<file path="src/rtl/clk_div_prog_pkg.sv">
// clk_div_prog_pkg: shared divider limits and the clamp rules applied to requested settings
package clk_div_prog_pkg;
  localparam logic [31:0] MIN_DIV  = 32'd2;
  localparam logic [31:0] MIN_HIGH = 32'd1;
  function automatic logic [31:0] clamp_div(input logic [31:0] n);
    return (n < MIN_DIV) ? MIN_DIV : n;
  endfunction
  function automatic logic [31:0] clamp_high(input logic [31:0] n, input logic [31:0] h);
    logic [31:0] cn;
    cn = clamp_div(n);
    return (h < MIN_HIGH) ? MIN_HIGH : (h >= cn) ? cn - 32'd1 : h;
  endfunction
endpackage

</file>
<file path="src/rtl/clk_div_prog.sv">
// clk_div_prog: programmable clock divider with shadowed period/high settings applied at period wrap
module clk_div_prog
  import clk_div_prog_pkg::*;
#(
  parameter int CNT_W    = 16,
  parameter int DEF_DIV  = 16,
  parameter int DEF_HIGH = 8
) (
  input  logic             clk,
  input  logic             rst,
  input  logic             en,
  input  logic             load,
  input  logic [CNT_W-1:0] div_val,
  input  logic [CNT_W-1:0] high_val,
  output logic             outclk,
  output logic             tick,
  output logic             pending
);
  localparam logic [CNT_W-1:0] DEF_N = CNT_W'(clamp_div(32'(DEF_DIV)));
  localparam logic [CNT_W-1:0] DEF_H = CNT_W'(clamp_high(32'(DEF_DIV), 32'(DEF_HIGH)));
  logic [CNT_W-1:0] r_cnt, r_n, r_h, r_sn, r_sh;
  logic             r_out, r_tick, r_pend;
  logic [CNT_W-1:0] w_n, w_h;
  logic             w_wrap;
  assign w_n     = CNT_W'(clamp_div(32'(div_val)));
  assign w_h     = CNT_W'(clamp_high(32'(div_val), 32'(high_val)));
  assign w_wrap  = en && (r_cnt == r_n - CNT_W'(1));
  assign outclk  = r_out;
  assign tick    = r_tick;
  assign pending = r_pend;
  // period counter, phase compare and hand-over of captured settings at the period boundary
  always_ff @(posedge clk or negedge rst)
    if (!rst) begin
      r_cnt  <= '0;
      r_out  <= 1'b0;
      r_tick <= 1'b0;
      r_pend <= 1'b0;
      r_n    <= DEF_N;
      r_h    <= DEF_H;
      r_sn   <= DEF_N;
      r_sh   <= DEF_H;
    end else if (!en) begin
      r_cnt  <= '0;
      r_out  <= 1'b0;
      r_tick <= 1'b0;
      r_pend <= 1'b0;
      if (load) {r_n, r_h, r_sn, r_sh} <= {w_n, w_h, w_n, w_h};
      else if (r_pend) {r_n, r_h} <= {r_sn, r_sh};
    end else begin
      r_cnt  <= w_wrap ? '0 : r_cnt + CNT_W'(1);
      r_out  <= r_cnt >= r_n - r_h;
      r_tick <= w_wrap;
      if (load) {r_sn, r_sh} <= {w_n, w_h};
      if (w_wrap) begin
        r_pend <= 1'b0;
        if (load) {r_n, r_h} <= {w_n, w_h};
        else if (r_pend) {r_n, r_h} <= {r_sn, r_sh};
      end else if (load) r_pend <= 1'b1;
    end
endmodule

</file>
<file path="config.mk">
export PLATFORM = sky130hd
export DESIGN_NAME = clk_div_prog
export DESIGN_NICKNAME = d
export VERILOG_FILES = /design/src/rtl/clk_div_prog_pkg.sv /design/src/rtl/clk_div_prog.sv
export SDC_FILE = /design/constraint.sdc
export NUM_CORES = 1
export LEC_CHECK = 0
export BUFFER_PORTS_ARGS = -buffer_cell sky130_fd_sc_hd__buf_2
export CAP_MARGIN = 40
export CORE_MARGIN = 2
export CORE_UTILIZATION = 40
export DETAILED_ROUTE_END_ITERATION = 8
export GPL_TIMING_DRIVEN = 0
export SLEW_MARGIN = 0
export SYNTH_ARGS = -nofsm -noshare
export SYNTH_HDL_FRONTEND = slang
export SYNTH_SLANG_ARGS = --single-unit
</file>
<file path="constraint.sdc">
create_clock -name clk -period 3.2 [get_ports clk]
set_clock_uncertainty 0.1 [all_clocks]
set_input_delay 0.32 -clock clk [delete_from_list [all_inputs] [get_ports clk]]
set_output_delay 0.32 -clock clk [all_outputs]
set_load 0.005 [all_outputs]
</file>
==> results.py <==
metrics = {
    "placed_design": {
        "io_buffers": 38,
        "dp_hpwl_um": 11200,
        "dp_cells": 819,
        "placed_area_mm2": 0.00649,
        "gp_congestion": 0.916,
    },
    "clock_network": {
        "clockRootBuffer": "clkbuf_16",
        "cts_buffers": 9,
        "cts_tree": "built",
        "clk_path_buf_depth": 2,
        "clkSinkCount": 83,
        "path_clk_slew_ns": 0.07,
        "clock_latency_ns": 0.35,
        "htreeDepth": 3,
    },
    "yosys": {
        "syn-num-nets": 683,
        "syn_avg_cell_area_um2": 10.0,
        "synth_area_mm2": 0.00598,
        "synth.distinct_cells": 66,
        "async_flop_share_pct": 100,
        "yosysWarnings": 0,
        "dominantRegCellSynth": "dfrtp_1",
        "ys_seq_area_share_pct": 34.8,
        "synth-edff-count": 0,
        "synth_cells": 596,
        "synth-seq-cells": 83,
    },
    "floorplan": {
        "dieArea_mm2": 0.0159,
        "die_w_um": 126,
        "rows": 44,
        "ioPinCount": 39,
        "core_area_mm2": 0.0146,
        "initial_utilization_pct": 41.0,
        "die_h_um": 126,
    },
    "timing": {
        "slew_viol_final": 0,
        "rsz0062_at_grt": "true",
        "period_needed_ns": 3.34,
        "slew_headroom_pct": 57.8,
        "finalSetupTns_ns": -1.67,
        "hold_viol": 0,
        "fin_crit_sh_pct": 104,
        "clock.fmax_ghz": 0.299,
        "worst_pin_slew_ns": 0.630,
        "setup_violations": 17,
        "fin_ws_ns": -0.140,
        "hold_slack_ns": 0.162,
    },
    "global_route": {
        "gr-total-overflow": 0,
        "grt_max_degree": 68,
        "grt_util_all_layers_pct": 19.9,
        "grt_pass1_wl_um": 25100,
        "grt_pass1_vias": 5004,
        "antenna_found_initial": 0,
    },
    "cells_and_area": {
        "drive_above_1_share_pct": 28.4,
        "final_util_pct": 51.4,
        "final_area_mm2": 0.00749,
        "fin_nets": 773,
        "fillers": 1306,
        "mostFrequentLayoutCell": "dfrtp_1",
        "instances_no_fill": 875,
        "syn2layout_area_growth_pct": 25.4,
        "antennaDiodeCount": 0,
        "final_cell_mix": "dfrtp_1, nor2_1, ha_1",
    },
    "setup_path": {
        "end_kind": "flip-flop",
        "critPathRequiredTime_ns": 3.34,
        "arrival_ns": 3.48,
        "path_max_fanout": 5,
        "start_kind": "input port",
        "crit_type": "in2reg",
    },
    "flow_run": {
        "drv_cap": 0,
    },
    "detailed_routing": {
        "num_vias": 4858,
        "ant_nets": 0,
        "via_per_inst": 5.55,
        "drt-initial-drc-count": 413,
        "firstDrtPassIters": 4,
        "wirelength_um": 15700,
        "avgRoutedWirePerCell_um": 17.9,
        "drc": 0,
    },
    "pwr": {
        "p_per_area_mw_per_mm2": 566,
        "ir_worst_vdd_mv": 0.331,
        "p_leak_nw": 3.43,
    },
    "status": {
        "violations": "negative setup slack",
        "status": "finished, violations left",
    },
    "min_path": {
        "worstHoldPathType": "in2reg",
    },
}
[per-layer routing]
| layer | GRT usage (%) | share of wire [%] |
|---|---|---|
| met5 | 0 | 0 |
| met4 | 9.57 | 3.4 |
| met3 | 2.85 | 3.2 |
| met2 | 32.9 | 47 |
| met1 | 25.7 | 46 |
[registers in the layout, indices dropped and copies added (netlist names)]
register / flops
tick: 1
r_sn: 16
r_n: 16
r_sh: 16
pending: 1
r_h: 16
r_cnt: 16
outclk: 1
[cell type report]
class | instances | area [um^2] | share of cell area (%)
Tap cell | 184 | 230 | 3.07
Timing Repair Buffer | 83 | 671 | 8.95
Clock buffer | 10 | 239 | 3.19
Sequential cell | 83 | 2090 | 27.8
Multi-Input combinational cell | 448 | 3930 | 52.4
Clock inverter | 6 | 46.3 | 0.618
Buffer | 16 | 125 | 1.67
Inverter | 45 | 169 | 2.25
[cell usage after synthesis, drive strengths merged, types with 3 or more instances]
cell type  instances  share of area, %
nand3             19               1.6
a211oi             5              0.63
and2               4              0.42
o21ai             20               1.7
o41ai              3              0.88
dfstp              4               1.8
nor2b             14               1.5
xor2              20               2.9
or2                3              0.31
o211ai             4              0.50
or3                8              0.84
mux2              47                11
a21oi             20               1.7
ha                50                10
and3              13               1.4
nor3              10              0.84
a221o              9               1.5
a21o              10               1.3
xnor2             35               5.1
nor2              45               2.8
buf                6              0.82
nand2             20               1.3
nand2b             5              0.52
nor4              26               3.1
dfrtp             79                33
inv               44               2.8
nand4              7              0.73
o311ai             4              0.59
clkbuf            14              0.88
or4                4              0.50
o21bai             4              0.50
a311o              6               1.0
o211a              4              0.67
[worst paths after layout]
| kind | slack [ns] | depth (start not counted) | end | startpoint |
|---|---|---|---|---|
| worst min-delay path | 0.16 | 2 | r_sn[8] | div_val[8] |
| worst max register to register | -0.10 | 18 | outclk | r_n[0] |
| worst max-delay path | -0.14 | 14 | r_h[13] | div_val[10] |
| max in group asynchronous | 2.08 | 3 | r_sh[3] | rst |
| min in group asynchronous | 0.28 | 2 | r_cnt[5] | rst |
| worst min register to register | 0.38 | 1 | r_sn[7] | r_sn[7] |
[power breakdown]
| group | switching (W) | internal (W) | leakage [nW] | total, W |
|---|---|---|---|---|
| Clock | 0.000452 | 0.000552 | 0.135 | 0.00100 |
| Combinational | 0.000950 | 0.000939 | 2.28 | 0.00189 |
| Sequential | 0.000144 | 0.00121 | 1.02 | 0.00135 |
| Total | 0.00155 | 0.00270 | 3.43 | 0.00424 |
[through the flow]
| step | total power, W | setup slack, ns |
|---|---|---|
| 3_3_place_gp | 0.00287 | -0.957 |
| 4_1_cts | 0.00413 | -0.374 |
| 6_report | 0.00424 | -0.140 |
| 2_1_floorplan | 0.00255 | -0.413 |
| 3_5_place_dp | 0.00293 | -0.982 |
| 5_1_grt | 0.00454 | -0.324 |
[cells by family after synthesis]
family                     synth area share, %
muxes                                     10.9
adders and majority gates                 10.8
xor gates and xnor gates                  8.06
and+or+nand+nor                           16.9
buffers and inverters                     4.52
AOI/OAI and AO/OA                         13.9
DFF                                       34.8
[worst max-delay path, cell delays in order]
cell and delay (ns):
buf_8 0.10, or4_4 0.56, nor4_4 0.30, buf_6 0.17
a21boi_4 0.08, ha_4 0.29, nor2b_4 0.04, o21ai_2 0.14
a221oi_2 0.08, o311a_1 0.34, or2_4 0.28, clkbuf_16 0.17
a311o_1 0.34, mux2_4 0.27
[repair_timing]
action / in CTS / in global routing
hold buffers: 1 / 0
resized for setup: 48 / 35
cloned: 2 / 2
pin swaps: 31 / 19
hold endpoints to repair: 16 / 0
setup endpoints to repair: 59 / 57
setup buffers: 34 / 8
No activity file was read; power rests on OpenSTA's default activity.
